**src/rtl/adc_seq_pkg.sv**
```systemverilog
// Shared types and constants for the SAR ADC sequencer.
package adc_seq_pkg;

  typedef enum logic [1:0] {IDLE, CONVERT, ACCUM} seq_state_t;

  localparam int MIN_CONV_CYCLES  = 2;
  localparam int SEQ_DATA_W       = 8;
  localparam int SEQ_AVG_MAX_LOG2 = 3;
  localparam int ACC_W            = SEQ_DATA_W + SEQ_AVG_MAX_LOG2;
  localparam int FIFO_CNT_W       = 3;

endpackage

```
**src/rtl/adc_seq_fifo.sv**
```systemverilog
// First-word-fall-through result FIFO with occupancy count and drop flag.
module adc_seq_fifo #(
  parameter int DATA_W = 8,
  parameter int DEPTH  = 4,
  parameter int CNT_W  = 3
) (
  input  logic              clock,
  input  logic              reset,
  input  logic              push,
  input  logic [DATA_W-1:0] push_data,
  input  logic              pop,
  output logic              out_valid,
  output logic [DATA_W-1:0] out_bits,
  output logic [CNT_W-1:0]  count,
  output logic              drop
);

  localparam int ADDR_W = (DEPTH > 1) ? $clog2(DEPTH) : 1;

  logic [DATA_W-1:0] mem [DEPTH];
  logic [ADDR_W-1:0] wr_ptr, rd_ptr;
  logic              full, do_push, do_pop;

  assign out_valid = (count != '0);
  assign full      = (count == CNT_W'(DEPTH));
  assign do_pop    = pop && out_valid;
  // A pop in the same cycle frees the slot, so a full FIFO still accepts.
  assign do_push   = push && (!full || do_pop);
  assign drop      = push && full && !do_pop;
  assign out_bits  = out_valid ? mem[rd_ptr] : '0;

  always_ff @(posedge clock) begin
    if (do_push) mem[wr_ptr] <= push_data;
  end

  always_ff @(posedge clock) begin
    if (!reset) begin
      wr_ptr <= '0;
      rd_ptr <= '0;
      count  <= '0;
    end else begin
      if (do_push) wr_ptr <= wr_ptr + ADDR_W'(1);
      if (do_pop)  rd_ptr <= rd_ptr + ADDR_W'(1);
      case ({do_push, do_pop})
        2'b10:   count <= count + CNT_W'(1);
        2'b01:   count <= count - CNT_W'(1);
        default: count <= count;
      endcase
    end
  end

endmodule

```
**src/rtl/adc_sequencer.sv**
```systemverilog
// SAR ADC sequencer: adc_clock generation, conversion counting, 2^n averaging,
// and result queueing.
//   state   | meaning
//   IDLE    | waiting for start/continuous; adc_clock low
//   CONVERT | toggling adc_clock until the 2C-th (falling) edge samples adc_data
//   ACCUM   | one cycle: count sample, push averaged result when 2^n collected
module adc_sequencer
  import adc_seq_pkg::*;
#(
  parameter int DATA_W       = 8,
  parameter int DIV_W        = 8,
  parameter int CONV_W       = 5,
  parameter int FIFO_DEPTH   = 4,
  parameter int AVG_MAX_LOG2 = 3
) (
  input  logic              clock,
  input  logic              reset,
  input  logic              cfg_enable,
  input  logic              cfg_continuous,
  input  logic              cfg_start,
  input  logic [DIV_W-1:0]  cfg_clk_div,
  input  logic [CONV_W-1:0] cfg_conv_cycles,
  input  logic [1:0]        cfg_avg_log2,
  output logic              adc_clock,
  input  logic [DATA_W-1:0] adc_data,
  output logic              out_valid,
  input  logic              out_ready,
  output logic [DATA_W-1:0] out_bits,
  output logic [2:0]        fifo_count,
  output logic              busy,
  output logic              overflow,
  input  logic              ovf_clear
);

  localparam int ACC_LW = DATA_W + AVG_MAX_LOG2;
  localparam int TOG_W  = CONV_W + 1;
  localparam int SAMP_W = AVG_MAX_LOG2 + 1;

  seq_state_t        state, next_state;
  logic [DIV_W-1:0]  div_sh, div_cnt;
  logic [CONV_W-1:0] conv_sh, conv_sat;
  logic [1:0]        avg_sh, avg_sat;
  logic [TOG_W-1:0]  tog_cnt;
  logic [SAMP_W-1:0] samp_cnt, samp_target;
  logic [ACC_LW-1:0] acc;
  logic [DATA_W-1:0] push_data;
  logic              start_ok, div_wrap, tog_last, samp_done;
  logic              conv_end, push, fifo_drop;

  assign start_ok    = cfg_enable && (cfg_start || cfg_continuous);
  assign conv_sat    = (cfg_conv_cycles < CONV_W'(MIN_CONV_CYCLES)) ?
                       CONV_W'(MIN_CONV_CYCLES) : cfg_conv_cycles;
  assign avg_sat     = (32'(cfg_avg_log2) > AVG_MAX_LOG2) ? 2'(AVG_MAX_LOG2) : cfg_avg_log2;
  assign div_wrap    = (div_cnt == div_sh);
  assign tog_last    = (tog_cnt == ({conv_sh, 1'b0} - TOG_W'(1)));
  assign samp_target = SAMP_W'(1) << avg_sh;
  assign samp_done   = ((samp_cnt + SAMP_W'(1)) >= samp_target);
  assign push_data   = DATA_W'(acc >> avg_sh);

  always_ff @(posedge clock) begin
    if (!reset) state <= IDLE;
    else        state <= next_state;
  end

  always_comb begin
    next_state = state;
    case (state)
      IDLE:    if (start_ok) next_state = CONVERT;
      CONVERT: if (!cfg_enable) next_state = IDLE;
               else if (conv_end) next_state = ACCUM;
      ACCUM:   if (!cfg_enable) next_state = IDLE;
               else if (!samp_done || cfg_continuous) next_state = CONVERT;
               else next_state = IDLE;
      default: next_state = IDLE;
    endcase
  end

  always_comb begin
    busy     = (state != IDLE);
    conv_end = (state == CONVERT) && cfg_enable && div_wrap && tog_last;
    push     = (state == ACCUM) && cfg_enable && samp_done;
  end

  always_ff @(posedge clock) begin
    if (!reset) begin
      div_sh    <= '0;
      conv_sh   <= CONV_W'(MIN_CONV_CYCLES);
      avg_sh    <= '0;
      div_cnt   <= '0;
      tog_cnt   <= '0;
      samp_cnt  <= '0;
      acc       <= '0;
      adc_clock <= 1'b0;
      overflow  <= 1'b0;
    end else begin
      case (state)
        CONVERT: begin
          if (!cfg_enable) begin
            div_cnt  <= '0;
            tog_cnt  <= '0;
            samp_cnt <= '0;
            acc      <= '0;
          end else if (div_wrap) begin
            div_cnt <= '0;
            tog_cnt <= tog_cnt + TOG_W'(1);
            if (conv_end) acc <= acc + ACC_LW'(adc_data);
          end else begin
            div_cnt <= div_cnt + DIV_W'(1);
          end
        end
        ACCUM: begin
          div_cnt <= '0;
          tog_cnt <= '0;
          if (!cfg_enable || samp_done) begin
            samp_cnt <= '0;
            acc      <= '0;
          end else begin
            samp_cnt <= samp_cnt + SAMP_W'(1);
          end
        end
        default: begin
          div_cnt  <= '0;
          tog_cnt  <= '0;
          samp_cnt <= '0;
          acc      <= '0;
          // Shadowing keeps a running burst immune to register writes.
          if (start_ok) begin
            div_sh  <= cfg_clk_div;
            conv_sh <= conv_sat;
            avg_sh  <= avg_sat;
          end
        end
      endcase

      if (state == CONVERT && cfg_enable) begin
        if (div_wrap) adc_clock <= ~adc_clock;
      end else begin
        adc_clock <= 1'b0;
      end

      if (fifo_drop)      overflow <= 1'b1;
      else if (ovf_clear) overflow <= 1'b0;
    end
  end

  adc_seq_fifo #(
    .DATA_W(DATA_W),
    .DEPTH (FIFO_DEPTH),
    .CNT_W (FIFO_CNT_W)
  ) u_fifo (
    .clock    (clock),
    .reset    (reset),
    .push     (push),
    .push_data(push_data),
    .pop      (out_ready),
    .out_valid(out_valid),
    .out_bits (out_bits),
    .count    (fifo_count),
    .drop     (fifo_drop)
  );

endmodule

```
**config.mk**
```make
export PLATFORM = sky130hd
export DESIGN_NAME = adc_sequencer
export DESIGN_NICKNAME = d
export VERILOG_FILES = /design/src/rtl/adc_seq_pkg.sv /design/src/rtl/adc_seq_fifo.sv /design/src/rtl/adc_sequencer.sv
export SDC_FILE = /design/constraint.sdc
export NUM_CORES = 1
export LEC_CHECK = 0
export ABC_AREA = 1
export BUFFER_PORTS_ARGS = -buffer_cell sky130_fd_sc_hd__buf_2
export CAP_MARGIN = 20
export CORE_AREA = 3 3 107 109
export DETAILED_ROUTE_END_ITERATION = 7
export DIE_AREA = 0 0 110 112
export PLACE_DENSITY = 0.71
export SYNTH_ARGS = -nofsm -noshare
export SYNTH_HDL_FRONTEND = slang
export SYNTH_SLANG_ARGS = --single-unit
```
**constraint.sdc**
```tcl
create_clock -name clock -period 2.5 [get_ports clock]
set_input_delay 0.5 -clock clock [delete_from_list [all_inputs] [get_ports clock]]
set_output_delay 0.5 -clock clock [all_outputs]
set_load 0.005 [all_outputs]
```
==> results.cfg <==
[status]
status = completed

[logic_synthesis]
ys_seq_area_share_pct = 44.8
synth_edf_count = 32
synthFlopType = dfxtp_1
async_reset_ff_share_pct = 0
synth-seq-cells = 89
synthDistinctLibCells = 33
syn_area_per_cell_um2 = 7.66
syn_area_mm2 = 0.00469
syn_inst = 613
synth_warnings = 0
synth_fp_nets = 669

[routing]
route.vias.total = 4050
avgRoutedWirePerCell_um = 12.8
wirelength_um = 10400
drt-pass1-iter-count = 4
routed_via_density = 4.99
ant_nets = 0
dr.first_iter.drc_count = 196
drc = 0

[setup_path]
cp_max_fo = 17
critPathLaunchType = flop
end_kind = output pin
critical_path_required_ns = 2.00
critical_path_class = flop to output pin
arrival_ns = 1.84

[grt]
grt_pass1_vias = 3796
grtUsageTotal_pct = 17.0
antenna_found_initial = 0
grt_start_max_net_pins = 26
grt-ovfl-total = 0
grt_first_pass_wirelength_um = 16800

[power]
pwr-share-clk_pct = 21.8
vdd_drop_max_mv = 0.486
p_seq_share_pct = 44.6
p_int_w = 0.00255
cellPowerDensity_mw_per_mm2 = 761
power.net_switching_w = 0.00155
p_sw_share_pct = 37.8
combPwrFrac_pct = 33.5
leakage_nw = 2.34

[place]
io_buffers = 44
dpl.hpwl_um = 7910
dpl_cell_area_mm2 = 0.00511
gp_congestion = 0.841
pre_cts_slack_ns = 0.0312

[sta]
tightest_slew_ns = 0.621
setup_viol = 0
hold_viol_final = 0
setup_tns_ns = 0
fin_crit_ns = 2.34
holdWs_ns = 0.366
final_max_slew_viol_count = 0
period_share_pct = 93.8
rsz0062_at_grt = false
max_freq_mhz = 426
layout_setup_ws_ns = 0.155
fin_skew_ns = 0.00691
slew_headroom_pct = 58.2

[die]
die_x_um = 110
num_rows = 38
dieArea_mm2 = 0.0123
coreArea_mm2 = 0.0107
die_h_um = 112
initial_core_util_pct = 43.9
ios = 45

[cts]
clkSinkCount = 89
clock_latency_ns = 0.35
cts_made_buffers = 9
clkSlewWorstSetupHoldPaths_ns = 0.09
cts-htree-levels = 3
cts_buffer_depth = 2
clockRootBuffer = clkbuf_8
cts_tree = yes

[final_layout]
synthToLayoutAreaGrowth_pct = 14.8
layout-drive-gt1-share_pct = 14.3
nNetsFinal = 723
layout_common_cells = 125 x nand2_1, 90 x nor2_1, 79 x inv_1
final_util_pct = 50.4
final_common_cell = nand2_1
antenna_cells = 0
ff_latch_area_mm2 = 0.00211
multi_input_area_mm2 = 0.00230
design_area_mm2 = 0.00539
n_fill_cell = 1009

[job]
maxCapViolations = 0

[worst_hold_path]
hold_path.class = input port to flop
==> layer usage <==
metal	vias up	GRT usage [%]	routed length, um
met5	-	0	0
met4	0	4.66	206
met3	16	3.83	383
met2	94	29.4	5220
met1	1835	20.9	4570
li1	2105	-	-
==> kinds of logic (layout without fill, tap and decap cells) <==
| kind of cell | Yosys count | count (layout) | share of synthesized area [%] |
|---|---|---|---|
| AO/OA/AOI/OAI | 117 | 117 | 13.5 |
| XOR/XNOR | 14 | 14 | 2.61 |
| adder cells (fa/ha/maj) | 26 | 26 | 7.25 |
| buffers and inverters | 94 | 153 | 7.52 |
| flip-flops | 89 | 89 | 44.8 |
| multiplexers | 1 | 1 | 0.213 |
| AND/OR/NAND/NOR | 272 | 272 | 24.1 |
==> sequential cells by signal, summed over array words and instances (netlist names), named ones only <==
register       count
acc               11
tog_cnt            6
state              2
adc_clock          1
u_fifo.wr_ptr      2
u_fifo.rd_ptr      2
u_fifo.mem        32
avg_sh             2
overflow           1
samp_cnt           4
div_cnt            8
u_fifo.count       3
conv_sh            5
div_sh             8
==> power by group through the flow <==
stage / registers, W / logic (W) / clock network [W]
after floorplan: 0.00179 / 0.000951 / 0
after global placement: 0.00186 / 0.00129 / 0
after detailed placement: 0.00186 / 0.00133 / 0
after CTS: 0.00183 / 0.00134 / 0.000917
after global routing: 0.00186 / 0.00157 / 0.000986
final: 0.00183 / 0.00138 / 0.000895
==> final cells by class <==
cell class	instances	share of cell area, %
clock inverters	7	1.02
flip-flops and latches	89	39.3
inverters	81	5.64
repair buffers	56	5.76
multi-input cells	430	42.8
well taps	140	3.25
clock buffers	9	2.30
==> stage by stage <==
| stage | total power [W] | cells |
|---|---|---|
| after floorplan | 0.00274 | 613 |
| after global placement | 0.00314 | 794 |
| after detailed placement | 0.00319 | 794 |
| after CTS | 0.00409 | 810 |
| after global routing | 0.00441 | 812 |
| final | 0.00410 | 812 |
==> final timing paths <==
check	startpoint	endpoint	slack, ns	depth (start not counted)
max reg2reg	samp_cnt[2]	u_fifo.count[1]	0.18	12
min	cfg_clk_div[6]	div_sh[6]	0.37	3
max	flop	out_bits[6]	0.16	4
min reg2reg	u_fifo.rd_ptr[1]	flop	0.47	2
==> worst max-delay path: stages (launching register included) <==
cell and delay, ns:
dfxtp_1 0.70, inv_2 0.24, o21ai_0 0.29, a21oi_1 0.12, buf_2 0.14
==> synthesized netlist by cell type (2+ instances only) <==
cell	instances	area share (%)
o221ai_1	4	0.75
xor2_1	11	2.1
nor2_1	90	7.2
edfxtp_1	32	20
nand2_2	3	0.40
inv_1	79	6.3
ha_1	24	6.4
xnor2_1	3	0.56
nand3_1	32	3.4
inv_2	2	0.16
a21oi_1	42	4.5
nor3_1	3	0.32
dfxtp_1	57	24
o21a_1	4	0.64
clkbuf_1	12	0.96
nor2_4	2	0.48
nor4_1	2	0.27
nand4_1	8	1.1
nand2_1	127	10
o21ai_0	60	6.4
nor3b_1	2	0.32
o21bai_1	2	0.32
fa_1	2	0.85
==> what timing repair did <==
item | 4_1_cts | 5_1_grt
endpoints found under the setup margin | 0 | 2
gates resized for setup | 0 | 17
hold buffers | 0 | 0
buffers inserted | 0 | 2
Power figures use the tool's default switching activity.
